--- src/rtl/quad_encoder_tx.sv ---
// Quadrature encoder emulator: emits N Gray-code steps on enc_a/enc_b in the
// requested direction, holding each state STEP_DIV clocks, then settles and pulses done.
module quad_encoder_tx #(
    parameter int STEP_DIV = 16,
    parameter int CNT_W    = 8
) (
    input  logic             clk,
    input  logic             rst_n,
    input  logic             req_valid,
    output logic             req_ready,
    input  logic             req_dir,
    input  logic [CNT_W-1:0] req_steps,
    output logic             enc_a,
    output logic             enc_b,
    output logic             busy,
    output logic             done
);
    localparam int DIV_W = (STEP_DIV > 1) ? $clog2(STEP_DIV) : 1;
    localparam logic [DIV_W-1:0] DIV_LAST = DIV_W'(STEP_DIV - 1);

    typedef enum logic [1:0] {IDLE, RUN, SETTLE, DONE} state_t;

    state_t           state;
    logic [DIV_W-1:0] div;
    logic [CNT_W-1:0] remaining;
    logic             dir;
    logic             div_tc;

    assign div_tc = (div == DIV_LAST);

    always_ff @(posedge clk) begin
        if (!rst_n) begin
            state     <= IDLE;
            div       <= '0;
            remaining <= '0;
            dir       <= 1'b0;
            enc_a     <= 1'b0;
            enc_b     <= 1'b0;
            req_ready <= 1'b1;
            busy      <= 1'b0;
            done      <= 1'b0;
        end else begin
            case (state)
                IDLE: begin
                    if (req_valid) begin
                        dir       <= req_dir;
                        remaining <= req_steps;
                        div       <= '0;
                        req_ready <= 1'b0;
                        busy      <= 1'b1;
                        state     <= (req_steps == '0) ? DONE : RUN;
                    end
                end
                RUN: begin
                    if (div_tc) begin
                        div <= '0;
                        // CW: (A,B) -> (~B,A); CCW: (A,B) -> (B,~A). One bit flips per step.
                        if (dir) begin
                            enc_a <= ~enc_b;
                            enc_b <= enc_a;
                        end else begin
                            enc_a <= enc_b;
                            enc_b <= ~enc_a;
                        end
                        remaining <= remaining - CNT_W'(1);
                        if (remaining == CNT_W'(1))
                            state <= SETTLE;
                    end else begin
                        div <= div + DIV_W'(1);
                    end
                end
                SETTLE: begin
                    if (div_tc) begin
                        div   <= '0;
                        done  <= 1'b1;
                        state <= DONE;
                    end else begin
                        div <= div + DIV_W'(1);
                    end
                end
                DONE: begin
                    // A zero-step request arrives here with done low and spends one extra cycle.
                    if (done) begin
                        done      <= 1'b0;
                        req_ready <= 1'b1;
                        busy      <= 1'b0;
                        state     <= IDLE;
                    end else begin
                        done <= 1'b1;
                    end
                end
                default: state <= IDLE;
            endcase
        end
    end
endmodule

--- config.mk ---
export PLATFORM = sky130hd
export DESIGN_NAME = quad_encoder_tx
export DESIGN_NICKNAME = d
export VERILOG_FILES = /design/src/rtl/quad_encoder_tx.sv
export SDC_FILE = /design/constraint.sdc
export NUM_CORES = 1
export LEC_CHECK = 0
export CORE_MARGIN = 1
export CORE_UTILIZATION = 30
export DETAILED_ROUTE_END_ITERATION = 6
export DONT_BUFFER_PORTS = 1
export HOLD_SLACK_MARGIN = 0.02
export PLACE_DENSITY = 0.53
export SETUP_SLACK_MARGIN = 0.15
export SYNTH_ARGS = -nofsm -noshare
export SYNTH_HDL_FRONTEND = slang
export SYNTH_SLANG_ARGS = --single-unit
--- constraint.sdc ---
create_clock -name clk -period 1.85 [get_ports clk]
set_clock_uncertainty 0.2 [all_clocks]
set_input_delay 0.37 -clock clk [delete_from_list [all_inputs] [get_ports clk]]
set_output_delay 0.37 -clock clk [all_outputs]
set_load 0.005 [all_outputs]
==> impl_metrics.ini <==
[power_and_ir_drop]
power_mw = 2.74
p_per_area_nw_per_um2 = 1770
p_leak_nw = 0.563
worst_ir_drop_vdd_mv = 0.809

[finish]
fin_nets = 183
fin_cells = 210
final_cell_mix = 16 x dfxtp_1, 15 x a21oi_1, 12 x nor2_1, 12 x buf_4, 11 x nand2_1
final_area_sq_um = 1550
layout-drive-gt1-share = 0.259
fillers = 367
diodes = 0
final_common_cell = dfxtp_1
utilization = 0.407
syn_to_final_growth_pct = 26.3

[detailed_routing]
drc = 0
drt_iter0_drc = 33
vias = 1169
drt-vias-per-instance = 5.57
drt_pass1_iterations = 4
wirelength_um = 3240
ant_nets = 0
wire_per_inst_um = 15.4

[synthesis]
synth_edf_count = 0
synth-main-ff-cell = dfxtp_1
synth_nets = 170
synth_cells = 150
yosysUniqueCellTypes = 42
async_flop_share = 0
avgSynthCellArea_sq_um = 8.17
syn_area_sq_um = 1220
yosysSeqAreaShare = 0.327
ys_ff_latch = 20
yosysWarningCount = 0

[setup_path]
critPathKind = reg -> reg
endpoint_kind = flop
worstPathArrival_ns = 1.64
required_ns = 1.77
start_kind = flop
crit_fanout = 6
worstRegToRegCells = 6

[die]
die_area_sq_um = 4340
rows = 22
start_util = 0.322
die_h_um = 65.9
die_w_um = 65.9
io_pins = 17
core_area_sq_um = 3800

[grt]
grt_pass1_vias = 1167
grt_pass1_wl_um = 5530
busiest_layer = met2
met1_usage = 0.210
grt_max_degree = 17
met3_usage = 0.0328
overflow = 0
track_usage = 0.165
antenna_found_initial = 0
grtUsageMet2 = 0.273

[sta]
setup_violations = 0
setup_tns_ns = 0
slew_headroom = 0.598
worst_slack_ns = 0.130
clock.fmax_mhz = 581
final_max_slew_viol_count = 0
worst_slew_pin_slew_ns = 0.602
whs_ns = 0.0334
final-hold-violation-count = 0
grt_setup_unrepaired = true
layout_min_cycle_time_ns = 1.72
min_period_over_period = 0.930

[cts]
tritoncts = built
clk_path_buf_depth = 2
clkLatencyLatePin_ns = 0.26
cts_made_buffers = 3
clock-sinks = 20
cts_max_level = 1
cts.clk_slew.worst_paths_ns = 0.08
root_buffer = clkbuf_8

[placement]
place_inst = 202
dpl.hpwl_um = 2330
io_buffers = 0
gp_congestion = 0.760
post-place-ws_ns = 0.00845
dpl-instance-area_sq_um = 1360

[run_status]
status = complete, no violations

[worst_hold_path]
hold_class = in -> reg
min_path_cells = 1

[run]
cap_viol_max_count = 0
## kinds of logic after synthesis
kind of cell             count (synthesis)  share of synthesized area
XOR/XNOR                                 2                     0.0143
AO/OA/AOI/OAI                           49                      0.265
buffers and inverters                   14                     0.0490
flip-flops                              20                      0.327
AND/OR/NAND/NOR                         56                      0.255
adder cells (fa/ha/maj)                  8                     0.0817
multiplexers                             1                    0.00817
## synthesized netlist by cell type (all sizes together), types with 2 or more instances
library cell / n / area (sq um)
nand2b: 5 / 31.3
a311oi: 2 / 17.5
a211o: 2 / 17.5
o21ai: 8 / 43.8
a211oi: 7 / 52.6
nand3: 4 / 32.5
nor4: 2 / 18.8
inv: 8 / 30.0
nor2b: 4 / 25.0
ha: 8 / 100
and3: 3 / 18.8
nand4b: 2 / 17.5
a21oi: 17 / 85.1
o211ai: 3 / 22.5
o32ai: 2 / 17.5
clkbuf: 5 / 18.8
nand2: 11 / 41.3
nor2: 13 / 48.8
dfxtp: 20 / 400
nor3: 5 / 25.0
## what timing repair did
item / 4_1_cts / 5_1_grt
resized for setup: 12 / 12
hold endpoints to repair: 1 / 0
gates cloned: 1 / 0
endpoints found under the setup margin: 10 / 14
setup buffers: 1 / 1
hold buffers: 1 / 0
pin swaps: 4 / 5
## layout make-up
| type | instances | area [sq um] | share of cell area |
|---|---|---|---|
| Timing Repair Buffer | 13 | 100 | 0.0647 |
| Multi-Input combinational cell | 117 | 891 | 0.576 |
| Inverter | 8 | 32.5 | 0.0210 |
| Clock buffer | 4 | 55.1 | 0.0356 |
| Tap cell | 48 | 60.1 | 0.0388 |
| Sequential cell | 20 | 408 | 0.264 |
## flip-flops by register name, summed over array words and instances (netlist names)
| register | count |
|---|---|
| enc_a | 1 |
| busy | 1 |
| done | 1 |
| div | 4 |
| state | 2 |
| enc_b | 1 |
| remaining | 8 |
| dir | 1 |
| req_ready | 1 |
## worst max-delay path, stage by stage, from the launching register on
cell and delay [ns]:
dfxtp_4 0.40, inv_4 0.05, ha_4 0.17, nor2b_4 0.15, a211o_4 0.34, a211oi_2 0.19, a211oi_1 0.07
## layer usage
metal,vias to the layer above,routed length (um)
li1,581,-
met1,557,1520
met4,0,44
met5,-,0
met3,4,150
met2,27,1530
## report_power, final
group	internal, mW	switching, mW	total [mW]
logic	0.779	0.869	1.65
registers	0.577	0.168	0.745
clock network	0.189	0.154	0.343
total	1.55	1.19	2.74
## worst paths after layout
check	startpoint	endpoint	slack, ns
worst max-delay path	state[0]$_SDFFE_PN0P_	remaining[1]$_SDFFE_PN0P_	0.13
worst max register to register	state[0]$_SDFFE_PN0P_	remaining[1]$_SDFFE_PN0P_	0.13
worst min-delay path	rst_n	remaining[0]$_SDFFE_PN0P_	0.03
worst min register to register	div[0]$_SDFFE_PN0P_	div[0]$_SDFFE_PN0P_	0.30
No activity file was read; power rests on OpenSTA's default activity.
